<file path="config.mk">
export PLATFORM = sky130hd
export DESIGN_NAME = spi_controller
export DESIGN_NICKNAME = d
export VERILOG_FILES = /design/src/rtl/spi_controller.sv
export SDC_FILE = /design/constraint.sdc
export NUM_CORES = 1
export LEC_CHECK = 0
export BUFFER_PORTS_ARGS = -buffer_cell sky130_fd_sc_hd__buf_2
export CAP_MARGIN = 10
export CORE_ASPECT_RATIO = 1.25
export CORE_MARGIN = 1
export CORE_UTILIZATION = 28
export DETAILED_ROUTE_END_ITERATION = 10
export SYNTH_ARGS = -nofsm -noshare
export SYNTH_HDL_FRONTEND = slang
export SYNTH_SLANG_ARGS = --single-unit
export TNS_END_PERCENT = 20
</file>
<file path="constraint.sdc">
create_clock -name clk -period 1.4 [get_ports clk]
set_input_delay 0.14 -clock clk [delete_from_list [all_inputs] [get_ports clk]]
set_output_delay 0.14 -clock clk [all_outputs]
set_load 0.02 [all_outputs]
</file>
<file path="src/rtl/spi_controller.sv">
// SPI master, mode 0 (CPOL=0, CPHA=0), LSB first, one word per svalid/sready handshake.
// The received word is held on rword/ovalid until the consumer takes it with oready.
module spi_controller #(
  parameter int WORD_WIDTH = 8,
  parameter int CLK_DIV    = 4
) (
  input  logic                  clk,
  input  logic                  rst,
  output logic                  sck,
  output logic                  ssn,
  output logic                  mosi,
  input  logic                  miso,
  input  logic [WORD_WIDTH-1:0] sword,
  input  logic                  svalid,
  output logic                  sready,
  output logic [WORD_WIDTH-1:0] rword,
  output logic                  ovalid,
  input  logic                  oready
);

  localparam int CW = $clog2(WORD_WIDTH) + 1;
  localparam int PW = $clog2(CLK_DIV) + 1;
  localparam logic [CW-1:0]         LAST_BIT  = CW'(WORD_WIDTH - 1);
  localparam logic [PW-1:0]         PHASE_END = PW'(CLK_DIV - 1);
  localparam logic [WORD_WIDTH-1:0] BIT0      = WORD_WIDTH'(1'b1);

  typedef enum logic [2:0] {
    IDLE   = 3'd0,
    LEAD   = 3'd1,
    SCK_HI = 3'd2,
    SCK_LO = 3'd3,
    TRAIL  = 3'd4
  } state_t;

  state_t                state_r, state_s;
  logic [PW-1:0]         phase_r, phase_s;
  logic [CW-1:0]         count_r, count_s;
  logic [WORD_WIDTH-1:0] word_r, word_s;
  logic [WORD_WIDTH-1:0] rbuf_r, rbuf_s;
  logic [WORD_WIDTH-1:0] rword_r, rword_s;
  logic                  sck_r, sck_s;
  logic                  ssn_r, ssn_s;
  logic                  mosi_r, mosi_s;
  logic                  ovalid_r, ovalid_s;
  logic                  phase_end_s;
  logic [CW-1:0]         count_inc_s;
  logic                  next_bit_s;
  logic [WORD_WIDTH-1:0] rbuf_upd_s;

  assign phase_end_s = (phase_r == PHASE_END);
  assign count_inc_s = count_r + CW'(1'b1);
  assign next_bit_s  = |(word_r & (BIT0 << count_inc_s));
  // miso lands in the bit slot of the current count, other bits untouched
  assign rbuf_upd_s  = (rbuf_r & ~(BIT0 << count_r)) | (WORD_WIDTH'(miso) << count_r);

  assign sready = (state_r == IDLE) && !ovalid_r;
  assign sck    = sck_r;
  assign ssn    = ssn_r;
  assign mosi   = mosi_r;
  assign rword  = rword_r;
  assign ovalid = ovalid_r;

  // Next-state and next-datapath logic; every state except IDLE lasts CLK_DIV cycles.
  always_comb begin
    state_s  = state_r;
    phase_s  = phase_r;
    count_s  = count_r;
    word_s   = word_r;
    rbuf_s   = rbuf_r;
    rword_s  = rword_r;
    sck_s    = sck_r;
    ssn_s    = ssn_r;
    mosi_s   = mosi_r;
    ovalid_s = ovalid_r;
    case (state_r)
      IDLE: begin
        phase_s = '0;
        if (ovalid_r && oready) begin
          ovalid_s = 1'b0;
        end else if (svalid && sready) begin
          word_s  = sword;
          ssn_s   = 1'b0;
          mosi_s  = sword[0];
          count_s = '0;
          state_s = LEAD;
        end else begin
          state_s = IDLE;
        end
      end
      LEAD, SCK_LO: begin
        if (phase_end_s) begin
          phase_s = '0;
          sck_s   = 1'b1;
          state_s = SCK_HI;
        end else begin
          phase_s = phase_r + PW'(1'b1);
        end
      end
      SCK_HI: begin
        if (phase_end_s) begin
          phase_s = '0;
          sck_s   = 1'b0;
          rbuf_s  = rbuf_upd_s;
          if (count_r == LAST_BIT) begin
            state_s = TRAIL;
          end else begin
            count_s = count_inc_s;
            mosi_s  = next_bit_s;
            state_s = SCK_LO;
          end
        end else begin
          phase_s = phase_r + PW'(1'b1);
        end
      end
      TRAIL: begin
        if (phase_end_s) begin
          phase_s  = '0;
          ssn_s    = 1'b1;
          rword_s  = rbuf_r;
          ovalid_s = 1'b1;
          mosi_s   = 1'b0;
          state_s  = IDLE;
        end else begin
          phase_s = phase_r + PW'(1'b1);
        end
      end
      default: begin
        state_s = IDLE;
        phase_s = '0;
        sck_s   = 1'b0;
        ssn_s   = 1'b1;
        mosi_s  = 1'b0;
      end
    endcase
  end

  // State and datapath registers with asynchronous reset.
  always_ff @(posedge clk or posedge rst) begin
    if (rst) begin
      state_r  <= IDLE;
      phase_r  <= '0;
      count_r  <= '0;
      word_r   <= '0;
      rbuf_r   <= '0;
      rword_r  <= '0;
      sck_r    <= 1'b0;
      ssn_r    <= 1'b1;
      mosi_r   <= 1'b0;
      ovalid_r <= 1'b0;
    end else begin
      state_r  <= state_s;
      phase_r  <= phase_s;
      count_r  <= count_s;
      word_r   <= word_s;
      rbuf_r   <= rbuf_s;
      rword_r  <= rword_s;
      sck_r    <= sck_s;
      ssn_r    <= ssn_s;
      mosi_r   <= mosi_s;
      ovalid_r <= ovalid_s;
    end
  end

endmodule
</file>
# Word-level counts from Yosys, hierarchy flattened
# Index checks and enable logic that the tools add are counted.
# word_totals
reg_bits	38
in_bits	13
output_inout_bits	13
elab_cells	84
# classes
addsub	2
eq_ne	13
shift	3
mux	27
bitwise_logic	8
n_reduce_logical	21
# ops
op	count
3-bit two-way mux	7
8-bit bitwise AND	2
4-bit two-way mux	4
1-bit by 4-bit << shifter with 8-bit output, first input constant	2
3-bit one-hot mux with 4 select lines	1
1-bit two-way mux	10
2-bit != test, second input constant	5
3-bit by 2-bit equality test with 1-bit output, second input constant	3
3-bit AND reduction	3
8-bit NOT	1
8-bit OR	1
4-bit one-hot mux with 2 select lines	1
4-bit AND reduction	2
8-bit OR reduction	1
1-bit by 4-bit << shifter with 8-bit output	1
1-bit one-hot mux with 3 select lines	2
6-bit AND reduction	1
5-bit AND reduction	1
4-bit by 1-bit adder with 4-bit output, second input constant	1
4-bit by 3-bit equality test with 1-bit output, second input constant	1
2-bit by 1-bit != test with 1-bit output, second input constant	2
1-bit NOT	4
1-bit one-hot mux with 4 select lines	1
2-bit AND reduction	2
11 further kinds	15

# Longest topological paths before layout
# logic_depth
word_depth	7
ltp_mapped	6

# Worst setup path after synthesis
# OpenSTA, ideal clock, no wires.
# synth_path
kind	register to register
from	register phase_r[0]
to	register rword_r[0] (netlist: rword[0])
setup_ns	0.125
t_arrival_ns	1.353
t_required_ns	1.275
path_slack_ns	-0.077
path_stages_with_launch	6
n_path_buf	1
period_less_slack_ns	1.477
cell_sequence	dfrtp_1 -> ha_1 -> nor2b_1 -> buf_4 -> nand3_4 -> mux2_2
# synth_via
elab_chain_len	2
# synth_lines
element	line_no	source
from (decl)	36	logic [PW-1:0] phase_r, phase_s;
from (signal assigned)	152	phase_r <= phase_s;
3-bit by 2-bit equality test with 1-bit output	50	assign phase_end_s = (phase_r == PHASE_END);
2-bit AND reduction (no line)	n/a	
to (signal assigned)	156	rword_r <= rword_s;
to (decl)	40	logic [WORD_WIDTH-1:0] rword_r, rword_s;
# Every way passes these cells.
# A chain may end at the register's enable or synchronous reset.

# Worst setup path in the final report
# layout_path
from	register count_r[0]
to	register mosi_r (netlist: mosi)
# layout_via
elab_chain_len	7
elab_cells_between_ends	10
cone_classes	1 x add/sub; 2 x eq/ne; 1 x shift; 3 x mux; 1 x bitwise; 2 x reduce/logical
# layout_lines
element	line_no	source
from (decl)	37	logic [CW-1:0] count_r, count_s;
from (signal assigned)	153	count_r <= count_s;
4-bit by 1-bit adder with 4-bit output	51	assign count_inc_s = count_r + CW'(1'b1);
1-bit by 4-bit << shifter with 8-bit output	52	assign next_bit_s = |(word_r & (BIT0 << count_inc_s));
8-bit bitwise AND	52	
8-bit OR reduction	52	
1-bit two-way mux	104	if (count_r == LAST_BIT) begin
1-bit two-way mux	100	if (phase_end_s) begin
1-bit one-hot mux with 4 select lines	75	case (state_r)
to (signal assigned)	159	mosi_r <= mosi_s;
to (decl)	43	logic mosi_r, mosi_s;
# Parallel ways exist; a longest one is shown, timed or not. The select of a mux whose other input is x is not followed.

==> run summary <==
status -> finished with violations
failing checks -> negative setup slack
IO Port Bufs -> 25
1st-pass router iterations -> 4
final setup TNS -> -0.6454 ns
synth-to-layout area growth -> 42.64%
Lkg Pwr -> 1.235 nW
switch share -> 36.32%
largest family of logic cells by synthesized area -> simple AND/OR/NAND/NOR gates
crit path kind -> reg -> reg
Max FO, Critical Path -> 5
Final Hold Fails -> 0
initial drt markers -> 57
Clk Latency, worst-skew pair -> 0.29 ns
CP endpoint kind -> flop
WL met1 -> 1.827 mm
XOR/XNOR share of the synthesized area -> 0.9327%
Worst EP arrival -> 1.66 ns
Final setup viols -> 18
number of buffers created by CTS -> 5
vias per inst -> 4.566
clock skew -> 0.006882 ns
Initial Util -> 28.79%
Fmax -> 671.8 MHz
end of the worst register-to-register path -> mosi
Post-synth ARST share -> 100.0%
Psw -> 1.753 mW
Reg2Reg Depth -> 6
count of final max-slew check failures -> 0
commonest non-fill, non-tap cells in the layout -> 35 x dfrtp_1, 33 x buf_4, 24 x buf_2
Post-synth EDFFs -> 0
clock sinks -> 38
worst hold path depth -> 2
GRT Total Usage -> 13.57%
Mapped Area -> 1878 µm²
Antenna Cells -> 0
Req. time, crit path -> 1.58 ns
core area -> 6524 µm²
PD cells -> 1801 nW/µm²
final worst path period need -> 1.489 ns
nature of the critical path startpoint -> flop
Wirelength per Cell -> 13.67 µm
Routed Wire Length -> 4.252 mm
top routing layer used -> met4
relative max-transition margin -> 72.40%
Remaining Overflow, GRT -> 0
first-pass GRT wire length -> 7.100 mm
register area share after synthesis -> 50.70%
commonest non-fill, non-tap cell in the layout -> dfrtp_1
Non-Filler Instances -> 311
row cnt -> 33
min-delay src -> sword[3]
placer congestion estimate -> 0.8123
die area -> 7041 µm²
Vias -> 1420
cell count after synthesis -> 155
r2r startpoint -> count_r[0]
FF-to-FF setup slack -> -0.09 ns
RSZ-0062 raised after global routing -> true
Slowest-stage cell, CP -> dfrtp_2
root buf cell -> clkbuf_8
post-route ant nets -> 0
chip height -> 93.57 µm
CTS tree -> built
Residual DRC -> 0
Worst path top cell family by delay -> compound AO/OA/AOI/OAI gates
nets@finish -> 245
Slew @ Worst Pin -> 0.4136 ns
clock group share of total power -> 16.4%
number of synthesis warnings -> 0
initial antenna violation count -> 0
Synth Area in Compound Gates -> 12.39%
Worst path max stage delay -> 0.43 ns
H-tree depth -> 2
Seq pwr share -> 35.5%
setup ws final -> -0.08852 ns
count of different cell masters after synthesis -> 45
Synth Area in Adders -> 5.996%
largest net degree at the start of global routing -> 31
placed insts -> 298
Synth Net Count -> 177
Post-Route Utilization -> 41.06%
maximum vdd ir drop -> 692.6 µV
num ports -> 26
met3 WL -> 88 µm
mux cell area share after synthesis -> 10.59%
simple-gate share of the synthesized area -> 16.39%
Top FF cell, synth -> dfrtp_1
max_cap viols -> 0
Comb power frac -> 48.1%
worst hold path endpoint -> word_r[3]
crit path buf inv count -> 1
P_int -> 3.073 mW
Worst-path clk slew -> 0.08 ns
number of global-route vias before repair -> 1467
Min Hold Slack -> 0.07585 ns
met2 wire len -> 2.225 mm
Syn Area/Cell -> 12.12 µm²
final worst-path cycle share -> 106.3%
Final HPWL DP -> 3.007 mm
CP Cell Sequence -> inv_1, ha_1, a22oi_2, a21oi_2, o2111ai_2, a2bb2oi_2
worst min path class -> in -> reg
DIE WIDTH -> 75.25 µm
layout cell share with drive strength beyond 1 -> 52.23%
flops & latches, synth -> 38
CTS Buffer Depth -> 2
## worst max-delay path by stage
stage | cells past startpoint | to | slack (ns) | start
6_report | 6 | mosi | -0.09 | count_r[0]
5_1_grt | 5 | rbuf_r[0] | -0.15 | phase_r[0]
4_1_cts | 5 | rbuf_r[1] | -0.09 | phase_r[0]
3_5_place_dp | 6 | mosi | -0.10 | phase_r[0]
3_3_place_gp | 6 | mosi | -0.09 | count_r[1]
2_1_floorplan | 4 | word_r[2] | -0.06 | ovalid
## through the flow
step / setup slack, ns / area [µm²] / total power [mW]
2_1_floorplan: -0.05627 / 1904 / 2.836
3_3_place_gp: -0.09422 / 2387 / 3.605
3_5_place_dp: -0.1013 / 2387 / 3.638
4_1_cts: -0.09398 / 2613 / 4.699
5_1_grt: -0.1499 / 2679 / 5.149
6_report: -0.08852 / 2679 / 4.825
## Yosys cell counts (2+ instances only)
library cell,number,area share [%]
inv_1,5,1.0
nor2_1,6,1.2
and3_1,4,1.3
a22oi_1,4,1.6
dfrtp_1,37,49
o21ai_1,2,0.53
buf_2,3,0.80
mux2_1,3,1.8
o21ai_0,3,0.80
mux2_2,8,4.8
nand2_1,17,3.4
ha_1,9,6.0
nand3_1,6,1.6
mux2_4,5,4.0
a22o_1,4,1.9
a21boi_0,2,0.80
nor4_4,2,2.3
o2bb2ai_1,5,2.3
a21oi_1,4,1.1
## metal layers
metal  vias to the layer above  GRT usage [%]
met5                         -              0
met4                         0          6.173
met3                         7          2.586
met2                        20          23.12
met1                       688          16.19
li1                        705              -
## cell families (layout without fill, tap and decap cells)
logic type               count (synthesis)  in the layout
multiplexers                            16             16
buffers and inverters                   11             79
XOR/XNOR                                 2              2
AO/OA/AOI/OAI                           31             31
AND/OR/NAND/NOR                         48             49
adder cells (fa/ha/maj)                  9              9
flip-flops                              38             38
## worst reg2reg max path: stages, from the launching register on
cell and delay (ns):
dfrtp_2 0.43, inv_1 0.10, ha_1 0.27, a22oi_2 0.22, a21oi_2 0.08, o2111ai_2 0.20, a2bb2oi_2 0.08
## area by class of cell
class	instances	area [µm²]
fill	654	3845
tap	87	108.9
sequential	38	954.7
timing repair buffer	65	469.2
inverter	6	22.52
multi-input combinational	107	1028
clock inverter	2	12.51
clock buffer	6	82.58
## power groups by stage
stage	combinational, mW	clock [mW]	sequential (mW)
floorplan	1.11	0	1.73
global placement	1.92	0	1.68
detailed placement	1.95	0	1.69
CTS	2.19	0.821	1.69
global route	2.52	0.876	1.75
finish	2.32	0.792	1.71
## registers in the layout, indices dropped and copies added (netlist names), 3 cells and up
register / flops
word_r: 8
rword: 8
state_r: 3
count_r: 4
phase_r: 3
rbuf_r: 8
## timing repair
action | CTS | global route
cloned | 1 | 0
buffers inserted | 2 | 1
resized for setup | 21 | 16
pin swaps | 9 | 5
hold buffers | 1 | 0
setup endpoints to repair | 20 | 36
endpoints found under the hold margin | 8 | 0
Note: power is estimated with default switching activity, not from simulation.
